--- src/rtl/uart_frame_tx.sv ---
// ---------------------------------------------------------------------------
// uart_frame_tx
//
// Transmit-side framer for the badge UART command protocol. A single-cycle
// `start` captures one command byte and a (FRAME_BYTES-2)-byte payload. The
// frame is then sent as 8N1 serial in this order: cmd, payload lane 0 ..
// lane FRAME_BYTES-3, cmd again as the end-character.
//
// Parameters
//   CLKS_PER_BIT  clock cycles per serial bit (>= 2)
//   FRAME_BYTES   total bytes per frame including both cmd bytes (3..32)
//
// Ports
//   clk       in   system clock
//   nreset    in   asynchronous active-low reset
//   start     in   frame request, sampled every cycle, ignored while busy
//   cmd       in   command byte (first and last byte of the frame)
//   payload   in   payload, lane i = payload[8i+7:8i] = frame byte i+1
//   busy      out  high while a frame is in flight
//   done      out  one-cycle pulse after the final stop bit
//   byte_idx  out  index of the byte on the line, 0 when idle
//   tx        out  serial line, idle high
//
// States
//   IDLE      | line high, waiting for start; done pulses here
//   START_BIT | line low for one bit time
//   DATA_BITS | eight data bits of the current byte, LSB first
//   STOP_BIT  | line high for one bit time, then next byte or IDLE
// ---------------------------------------------------------------------------
module uart_frame_tx #(
    parameter int CLKS_PER_BIT = 10752,
    parameter int FRAME_BYTES  = 18
) (
    input  logic                         clk,
    input  logic                         nreset,
    input  logic                         start,
    input  logic [7:0]                   cmd,
    input  logic [8*(FRAME_BYTES-2)-1:0] payload,
    output logic                         busy,
    output logic                         done,
    output logic [4:0]                   byte_idx,
    output logic                         tx
);

    localparam int PAYLOAD_W = 8 * (FRAME_BYTES - 2);
    localparam int BAUD_W    = $clog2(CLKS_PER_BIT);

    localparam logic [BAUD_W-1:0] BAUD_LAST = BAUD_W'(CLKS_PER_BIT - 1);
    localparam logic [4:0]        LAST_IDX  = 5'(FRAME_BYTES - 1);
    localparam logic [2:0]        LAST_BIT  = 3'd7;

    typedef enum logic [1:0] {
        IDLE      = 2'd0,
        START_BIT = 2'd1,
        DATA_BITS = 2'd2,
        STOP_BIT  = 2'd3
    } state_t;

    state_t                state;
    logic [BAUD_W-1:0]     baud_cnt;
    logic [2:0]            bit_cnt;
    logic [7:0]            cmd_q;
    logic [PAYLOAD_W-1:0]  payload_q;
    logic [7:0]            cur_byte;
    logic [2:0]            next_bit;
    logic                  bit_end;

    // Byte currently being serialised. Both ends of the frame carry the
    // latched command; the interior indices walk the latched payload lanes.
    always_comb begin
        cur_byte = cmd_q;
        for (int k = 0; k < FRAME_BYTES - 2; k++) begin
            if (byte_idx == 5'(k + 1)) begin
                cur_byte = payload_q[8*k +: 8];
            end
        end
    end

    assign next_bit = bit_cnt + 3'd1;
    assign bit_end  = (baud_cnt == BAUD_LAST);

    always_ff @(posedge clk or negedge nreset) begin
        if (!nreset) begin
            state     <= IDLE;
            baud_cnt  <= '0;
            bit_cnt   <= '0;
            cmd_q     <= '0;
            payload_q <= '0;
            busy      <= 1'b0;
            done      <= 1'b0;
            byte_idx  <= '0;
            tx        <= 1'b1;
        end else begin
            done <= 1'b0;

            case (state)
                IDLE: begin
                    tx       <= 1'b1;
                    busy     <= 1'b0;
                    byte_idx <= '0;
                    baud_cnt <= '0;
                    bit_cnt  <= '0;
                    // The cycle that shows done is spent here, so a start
                    // held high launches the next frame straight away.
                    if (start) begin
                        cmd_q     <= cmd;
                        payload_q <= payload;
                        busy      <= 1'b1;
                        tx        <= 1'b0;
                        state     <= START_BIT;
                    end
                end

                START_BIT: begin
                    if (bit_end) begin
                        baud_cnt <= '0;
                        bit_cnt  <= '0;
                        tx       <= cur_byte[0];
                        state    <= DATA_BITS;
                    end else begin
                        baud_cnt <= baud_cnt + 1'b1;
                    end
                end

                DATA_BITS: begin
                    if (bit_end) begin
                        baud_cnt <= '0;
                        if (bit_cnt == LAST_BIT) begin
                            tx    <= 1'b1;
                            state <= STOP_BIT;
                        end else begin
                            bit_cnt <= next_bit;
                            tx      <= cur_byte[next_bit];
                        end
                    end else begin
                        baud_cnt <= baud_cnt + 1'b1;
                    end
                end

                STOP_BIT: begin
                    if (bit_end) begin
                        baud_cnt <= '0;
                        bit_cnt  <= '0;
                        if (byte_idx < LAST_IDX) begin
                            // Next start bit follows the stop bit directly.
                            byte_idx <= byte_idx + 5'd1;
                            tx       <= 1'b0;
                            state    <= START_BIT;
                        end else begin
                            byte_idx <= '0;
                            busy     <= 1'b0;
                            done     <= 1'b1;
                            tx       <= 1'b1;
                            state    <= IDLE;
                        end
                    end else begin
                        baud_cnt <= baud_cnt + 1'b1;
                    end
                end

                default: begin
                    state <= IDLE;
                    tx    <= 1'b1;
                    busy  <= 1'b0;
                end
            endcase
        end
    end

endmodule

--- config.mk ---
export PLATFORM = sky130hd
export DESIGN_NAME = uart_frame_tx
export DESIGN_NICKNAME = d
export VERILOG_FILES = /design/src/rtl/uart_frame_tx.sv
export SDC_FILE = /design/constraint.sdc
export NUM_CORES = 1
export LEC_CHECK = 0
export ABC_AREA = 1
export BUFFER_PORTS_ARGS = -buffer_cell sky130_fd_sc_hd__buf_2
export CAP_MARGIN = 20
export CORE_MARGIN = 2
export CORE_UTILIZATION = 45
export CTS_CLUSTER_SIZE = 30
export DETAILED_ROUTE_END_ITERATION = 12
export GPL_TIMING_DRIVEN = 1
export PLACE_DENSITY = 0.7
export SKIP_LAST_GASP = 1
export SYNTH_ARGS = -nofsm -noshare
export SYNTH_HDL_FRONTEND = slang
export SYNTH_SLANG_ARGS = --single-unit
--- constraint.sdc ---
create_clock -name clk -period 2.8 [get_ports clk]
set_clock_uncertainty 0.05 [all_clocks]
set_input_delay 0.14 -clock clk [delete_from_list [all_inputs] [get_ports clk]]
set_output_delay 0.14 -clock clk [all_outputs]
set_load 0.01 [all_outputs]
## Yosys cells after proc, flatten, opt, wreduce, memory -nomap -nowiden

Index checks and enable logic that the tools add are counted.

- Register bits after elaboration: 163
- Output and inout bits: 8

- Add/subtract/negate cells: 3
- $lt $le $gt $ge: 2
- Equality and inequality tests: 29
- Muxes and demuxes: 47
- Reduce and logical (&&, ||, !) cells: 10

Operator list:

| cell | count |
|---|---|
| 2-to-1 mux 8 bit | 16 |
| == test 5 x 4 -> 1 bit, second input constant | 8 |
| one-hot mux 14 bit (2 select lines) | 1 |
| == test 5 x 3 -> 1 bit, second input constant | 4 |
| adder 14 x 1 -> 14 bit, second input constant | 1 |
| == test 14 bit, second input constant | 1 |
| 2-to-1 mux 14 bit | 1 |
| != test 2 bit, second input constant | 7 |
| 2-to-1 mux 1 bit | 13 |
| == test 5 x 2 -> 1 bit, second input constant | 2 |
| 2-to-1 mux 2 bit | 5 |
| 2-to-1 mux 5 bit | 2 |
| one-hot mux 5 bit (2 select lines) | 1 |
| 2-to-1 mux 3 bit | 3 |
| one-hot mux 3 bit (3 select lines) | 1 |
| AND reduction 3 bit | 3 |
| one-hot mux 2 bit (4 select lines) | 1 |
| adder 5 x 1 -> 5 bit, second input constant | 1 |
| == test 5 x 1 -> 1 bit, second input constant | 1 |
| == test 5 bit, second input constant | 1 |
| less-than comparator 5 bit, second input constant | 1 |
| AND reduction 5 bit | 1 |
| == test 2 bit, second input constant | 2 |
| less-than comparator 3 x 4 -> 1 bit, second input constant | 1 |
| 12 further kinds | 13 |

## Depth between registers and ports, before layout

Gate-level depths: netlist of the first run.

- Depth in word-level cells: 22
- Gate-level depth with buffers: 31

## Worst setup path after synthesis of the first run

Ideal clock, no wire load.

- Kind: reg2reg
- From: register byte_idx[1]
- To: register tx
- Library setup time: 0.076 ns
- Data arrival time: 2.457 ns
- Required time: 2.674 ns
- Path slack: 0.217 ns
- Cell stages (with the launch flop): 30
- Period minus slack after synthesis: 2.583 ns
- Path through: dfrtp_1 -> inv_1 -> ha_1 -> inv_1 -> nor2_2 -> nand2_4 -> nand2_2 -> nand3_1 -> nand3_1 -> nand3_1 -> nand2_1 -> nand2_1 -> nand2_1 -> nand3_1 -> nand3_1 -> nand3_1 -> nand3_1 -> nand3_1 -> nand3_1 -> nand2_1 -> nand2_1 -> nand2_1 -> nand2_2 -> nand2_1 -> a21oi_1 -> nand2_1 -> nand3_1 -> nand2_1 -> nand2_1 -> nand2_1

- Longest elaborated chain between the ends: 22

Ends and longest elaborated chain:

| item | RTL line | text |
|---|---|---|
| start, declared | 41 | `output logic [4:0] byte_idx,` |
| start signal, assigned | 146 | `byte_idx <= byte_idx + 5'd1;` |
| == test 5 x 1 -> 1 bit | 73 | `if (byte_idx == 5'(k + 1)) begin` |
| 2-to-1 mux 8 bit (16 in series) | 73 |  |
| binary-select mux 1 bit (select 3 bit) | 133 | `tx <= cur_byte[next_bit];` |
| 2-to-1 mux 1 bit (not written as such) | 133 |  |
| 2-to-1 mux 1 bit | 128 | `if (bit_cnt == LAST_BIT) begin` |
| 2-to-1 mux 1 bit | 126 | `if (bit_end) begin` |
| one-hot mux 1 bit (4 select lines) * | 96 | `case (state)` |
| end signal, assigned | 118 | `tx <= cur_byte[0];` |
| end signal, assigned | 133 |  |
| end, declared | 42 | `output logic tx` |

Every way passes the cells marked *; elsewhere a longest branch is shown, timed or not. The select of a mux whose other input is x is not followed.
A chain may end at the register's enable or synchronous reset.

## Worst setup path in the final report of the first run

Same ends and word-level chain as after synthesis.

==> impl_metrics.tcl, run 1 <==
set metrics [dict create \
    status "finished with violations" \
    failed_checks "setup timing" \
    cts_buffers 17 \
    fin_area_um2 11600 \
    drv_slew 0 \
    ctsLongestPathBuffers 2 \
    setup_viol 1 \
    crit_arrival_ps 3160 \
    drc 0 \
    dpl_worst_slack_ps -69.6 \
    drt_first_pass_iters 5 \
    worstSetupPathType "flop to flop" \
    synth-main-ff-cell "dfrtp_1" \
    relSlewSlack_pct 48.0 \
    area_growth_pct 37.8 \
    tightest_slew_ps 780 \
    hpwl_mm 14.8 \
    synth_edf_count 0 \
    critical_path.max_fanout 9 \
    synth_top_cell_by_area "dfrtp_1" \
    synth_nets 1296 \
    worst_slack_ps -44.0 \
    power.density_nw_per_um2 435 \
    start_kind "flop" \
    syn-cell-area_um2 8390 \
    rsz0062_at_grt "true" \
    hp-class "input port to flop" \
    post_drt_wl_per_cell_um 13.9 \
    hold_viol_final 0 \
    grt_use_total_pct 24.3 \
    p_leak_uw 0.00628 \
    cts.sinks 163 \
    die_h_um 141 \
    final.setup.tns_ps -44.0 \
    num-nets-final 1591 \
    place_inst 1507 \
    via_count 8170 \
    grt_overflow 0 \
    vdd_drop_max_mv 0.406 \
    fin_cells 1681 \
    synth_cell_types 37 \
    post-route-period-util_pct 102 \
    async_flop_share_pct 100 \
    port_buffers 146 \
    gp_congestion 0.829 \
    final_common_cell "nand2_1" \
    vias_per_cell 4.86 \
    rows 49 \
    die_x_um 141 \
    synthTopCellsByArea "dfrtp_1 (48%), nand2_1 (23%), inv_1 (5.1%), nand3_1 (4.7%), o21ai_0 (3.2%)" \
    drv_cap 0 \
    ys_ff_latch 163 \
    placed_cell_area_um2 9500 \
    clock-root-buffer "clkbuf_16" \
    wirelength_mm 23.4 \
    initial_core_util_pct 46.3 \
    final_cell_mix "nand2_1 (523), dfrtp_1 (162), buf_2 (145)" \
    clock_latency_ps 440 \
    synth_seq_area_share_pct 48.6 \
    clk_pin_slew_ps 60 \
    period_needed_ps 2840 \
    syn_avg_cell_area_um2 7.34 \
    fin_util_pct 63.7 \
    synth_cells 1144 \
    critical_path_required_ps 3120 \
    core_area_um2 18100 \
    dieArea_um2 19800 \
    antenna_found_initial 0 \
    cts_tree "built" \
    ios 147 \
    maxClockFrequency_ghz 0.352 \
    yosys_warnings 0 \
    drtAntennaViolNets 0 \
    grt_pass1_wl_mm 38.5 \
    num_antenna_cells 0 \
    end_kind "flop" \
    htree_levels 4 \
    grt_pass1_vias 8088 \
    synth_top_area_share_pct 48.3 \
    drt_iter0_markers 540 \
    grt_start_max_net_pins 124 \
    final_layout_size_suffix_gt1_share_pct 19.1 \
]
-- logic make-up (layout without fill, tap and decap cells) --
kind of cell	count (synthesis)	count (layout)	share of synthesized area, %
flops	163	163	48.6
buf+inv	170	477	8.36
xor+xnor	8	8	0.835
fa+ha+maj	13	13	1.94
simple gates	699	700	34.6
compound gates	91	91	5.71
-- metal layers --
layer / global-route usage [%] / part of all wire, % / vias to the layer above / wire length, µm
met5: 0 / 0 / - / 0
met4: 9.47 / 2.7 / 0 / 623
met3: 4.25 / 5.9 / 50 / 1380
met2: 39.6 / 48 / 257 / 11100
met1: 32.7 / 44 / 3765 / 10300
li1: - / - / 4098 / -
-- cells in the mapped netlist (4+ instances only) --
cell and instances:
nor2_1 41, clkbuf_1 31, nor3_1 10, o21ai_1 12
nand2_2 4, buf_6 5, buf_4 4, dfrtp_1 162
inv_2 9, a21oi_1 13, nand3_1 79, xor2_1 5
inv_1 113, o21ai_0 54, nor2_4 6, or2_2 19
nor2_2 5, nand2_1 525, ha_1 13, a31oi_1 5
clkinv_1 4
-- where the power goes --
group / switching [µW] / total [µW] / leakage (µW) / internal (µW)
logic: 105 / 303 / 0.00389 / 197
registers: 0 / 2350 / 0.00210 / 2350
clock network: 982 / 2370 / 0.000284 / 1390
total: 1090 / 5030 / 0.00628 / 3940
-- area by class of cell --
cell class	count	area (µm²)
fill	1501	6580
sequential	163	4080
multi-input combinational	812	3680
timing repair buffer	316	2420
inverter	129	502
clock buffer	22	474
tap	229	287
clock inverter	10	123
-- sequential cells by signal (all words and copies together) (netlist names) --
| signal | cells |
|---|---|
| tx | 1 |
| done | 1 |
| busy | 1 |
| cmd_q | 8 |
| byte_idx | 5 |
| bit_cnt | 3 |
| state | 2 |
| baud_cnt | 14 |
| payload_q | 128 |
-- timing repair --
action	4_1_cts	5_1_grt
endpoints found under the hold margin	217	0
endpoints found under the setup margin	1	2
hold buffers	137	0
pin swaps	2	5
setup buffers	2	2
cloned	0	1
resized for setup	9	12
-- final timing paths --
path                       slack [ps]       endpoint  cells past startpoint   startpoint
max in group asynchronous        1680             tx                      3       nreset
max                               -40             tx                     22  byte_idx[1]
min in group asynchronous         280  payload_q[57]                      2       nreset
max reg2reg                       -40             tx                     22  byte_idx[1]
min reg2reg                       410    baud_cnt[0]                      1  baud_cnt[0]
min                               160       state[1]                      4        start
-- per-stage QoR --
| stage | total power [µW] | hold WS, ps |
|---|---|---|
| finish | 5030 | 164 |
| global placement | 2540 | 201 |
| detailed placement | 2550 | 206 |
| CTS | 5070 | 150 |
| global route | 5190 | 245 |
| floorplan | 2400 | -206 |
-- critical path, stage by stage, from the launching register on --
cell and delay [ps]:
dfrtp_1 340, buf_4 120, ha_2 180, inv_1 80, nor2_4 180, buf_4 140, inv_2 60, nor2_4 210
clkinv_1 300, nand3_1 190, nand3_1 80, nand3_1 90, nand2_1 60, nand2_1 70, nand2_1 70, nand2_2 70
nand2_1 50, a21oi_1 150, nand2_1 60, nand3_1 60, nand2_1 50, nand2_1 50, nand2_1 50
Power figures use the tool's default switching activity.
==> run 2: changes to the inputs <==
--- a/config.mk
+++ b/config.mk
@@ -5,7 +5,7 @@
 export SDC_FILE = /design/constraint.sdc
 export NUM_CORES = 1
 export LEC_CHECK = 0
-export ABC_AREA = 1
+export ABC_AREA = 0
 export BUFFER_PORTS_ARGS = -buffer_cell sky130_fd_sc_hd__buf_2
 export CAP_MARGIN = 20
 export CORE_MARGIN = 2
@@ -13,7 +13,7 @@
 export CTS_CLUSTER_SIZE = 30
 export DETAILED_ROUTE_END_ITERATION = 12
 export GPL_TIMING_DRIVEN = 1
-export PLACE_DENSITY = 0.7
+export PLACE_DENSITY = 0.71
 export SKIP_LAST_GASP = 1
 export SYNTH_ARGS = -nofsm -noshare
 export SYNTH_HDL_FRONTEND = slang
==> impl_metrics.tcl, run 2 <==
set metrics [dict create \
    regMostFlops "payload_q" \
    drt_iter0_markers 731 \
    synth_top_cell_by_area "dfrtp_1" \
    fin_util_pct 65.0 \
    clockPowerShare_pct 48.0 \
    via_count 7278 \
    end_kind "flop" \
    ctsLongestPathBuffers 2 \
    final_layout_size_suffix_gt1_share_pct 37.7 \
    grt_overflow 0 \
    syn-cell-area_um2 8220 \
    synth_nets 883 \
    top_regs "payload_q x128, baud_cnt x14, cmd_q x8" \
    synth_top_area_share_pct 49.3 \
    p_leak_uw 0.00563 \
    ios 147 \
    grt_start_max_net_pins 76 \
    clock-root-buffer "clkbuf_16" \
    dieArea_um2 19400 \
    drc 0 \
    maxClockFrequency_ghz 0.366 \
    vdd_drop_max_mv 0.380 \
    fin_cells 1277 \
    critical_path.max_fanout 7 \
    synthTopCellsByArea "dfrtp_1 (49%), mux2_2 (19%), nor2_1 (2.3%), a21oi_1 (2.1%), ha_1 (2.0%)" \
    synth_cell_types 67 \
    num_antenna_cells 0 \
    synth_common_cells "dfrtp_1 (162), mux2_2 (136), nor2_1 (51)" \
    ys_ff_latch 163 \
    post_drt_wl_per_cell_um 19.9 \
    async_flop_share_pct 100 \
    switching_share_pct 21.0 \
    initial_core_util_pct 45.8 \
    critical_path_required_ps 3110 \
    clk_pin_slew_ps 70 \
    drtAntennaViolNets 0 \
    yosys_warnings 0 \
    num-nets-final 1187 \
    hpwl_mm 16.1 \
    clock_latency_ps 440 \
    relSlewSlack_pct 53.5 \
    start_kind "flop" \
    cts.sinks 163 \
    r2r-start "byte_idx[1]" \
    port_buffers 146 \
    htree_levels 4 \
    worstHoldStart "start" \
    setup_viol 0 \
    wirelength_mm 25.4 \
    power.density_nw_per_um2 439 \
    synth-main-ff-cell "dfrtp_1" \
    vias_per_cell 5.70 \
    gp_congestion 0.963 \
    hold_viol_final 0 \
    drt_first_pass_iters 6 \
    pwr-share-comb_pct 6.1 \
    dpl_worst_slack_ps -31.8 \
    synth_seq_area_share_pct 49.6 \
    cts_buffers 17 \
    syn_avg_cell_area_um2 11.2 \
    synth_cells 731 \
    die_h_um 139 \
    period_needed_ps 2730 \
    p_int_uw 4040 \
    drv_cap 0 \
    core_area_um2 18000 \
    status "completed" \
    synth_edf_count 0 \
    worstSetupPathType "flop to flop" \
    antenna_found_initial 0 \
    place_inst 1101 \
    grt_use_total_pct 26.3 \
    final_cell_mix "dfrtp_1 (157), buf_2 (145), dlygate4sd3_1 (137)" \
    worst_slack_ps 67.7 \
    largest_reg_flops 128 \
    fin_total_pwr_uw 5120 \
    cp-startpoint "byte_idx[1]" \
    area_growth_pct 42.0 \
    cts_tree "built" \
    crit_arrival_ps 3050 \
    post-route-period-util_pct 97.6 \
    power_switching_uw 1080 \
    die_x_um 139 \
    grt_pass1_vias 7521 \
    tightest_slew_ps 698 \
    hp-class "input port to flop" \
    grt_pass1_wl_mm 40.2 \
    drv_slew 0 \
    rows 49 \
    final_common_cell "dfrtp_1" \
    synth_most_common_cell "dfrtp_1" \
    sequentialPowerShare_pct 46.0 \
]
run 2: changes by cell type after synthesis, sizes merged, moves of 6 or more:
cell | previous run | this run
nand2 | 532 | 39
mux2 | 0 | 136
inv | 125 | 18
nand3 | 79 | 19
o21ai | 68 | 33
a21oi | 13 | 34
or2 | 21 | 2
a221oi | 0 | 12
nand2b | 0 | 8
mux2i | 0 | 7
or3 | 0 | 7
a22oi | 0 | 6
nand4bb | 0 | 6
run 2: worst max-delay path: stages (launching register included):
cell and delay (ps):
dfrtp_2 430, buf_4 170, ha_4 190, buf_4 140
or3b_2 470, o2111ai_1 130, a22oi_2 140, o221ai_2 260
a2111oi_4 130, o221ai_4 190, o311ai_4 130, a41o_1 230
run 2: path summary, 6_finish.rpt:
check / endpoint / slack (ps) / cells after the start
max: tx / 70 / 11
min: busy / 30 / 3
max reg2reg: tx / 70 / 11
min reg2reg: baud_cnt[0] / 440 / 1
max in group asynchronous: payload_q[36] / 1620 / 3
min in group asynchronous: payload_q[99] / 230 / 2
run 2: repair_timing:
item	4_1_cts	5_1_grt
endpoints found under the hold margin	205	0
gates resized for setup	1	34
pin swaps	0	5
setup buffers	0	7
hold buffers	137	0
endpoints found under the setup margin	1	1
run 2: cells by family (layout without fill, tap and decap cells):
family	count (synthesis)	count (layout)	share of synthesized area [%]
AO/OA/AOI/OAI	151	151	12.5
flip-flops	163	163	49.6
buffers and inverters	63	380	3.03
multiplexers	143	143	19.5
XOR/XNOR	9	9	0.959
adder cells (fa/ha/maj)	13	13	1.98
AND/OR/NAND/NOR	189	189	12.5
run 2: power by group through the flow:
stage | registers (µW) | logic (µW) | clock network [µW]
after floorplan | 2400 | 2.60 | 0
after global placement | 2400 | 159 | 0
after detailed placement | 2400 | 158 | 0
after CTS | 2350 | 304 | 2480
after global routing | 2350 | 340 | 2590
final | 2350 | 311 | 2460
run 2: per-layer routing:
metal	track usage (%)	share of wire, %
met5	0	0
met4	9.89	3.0
met3	4.49	5.6
met2	44.6	50
met1	34.0	41
run 2: metrics by stage:
stage               hold slack (ps)  cell area [µm²]  setup TNS (ps)
CTS                            14.0            11400               0
global route                   49.8            11700           -20.8
finish                         27.4            11700               0
global placement                148             9450               0
floorplan                      -206             8270               0
detailed placement              147             9450           -31.8
run 2: final cells by class:
class                      count  area (µm²)
clock inverter                13         183
tap                          229         287
timing repair buffer         330        2540
sequential                   163        4090
multi-input combinational    505        4080
clock buffer                  19         433
inverter                      18        71.3
fill                        1327        6280
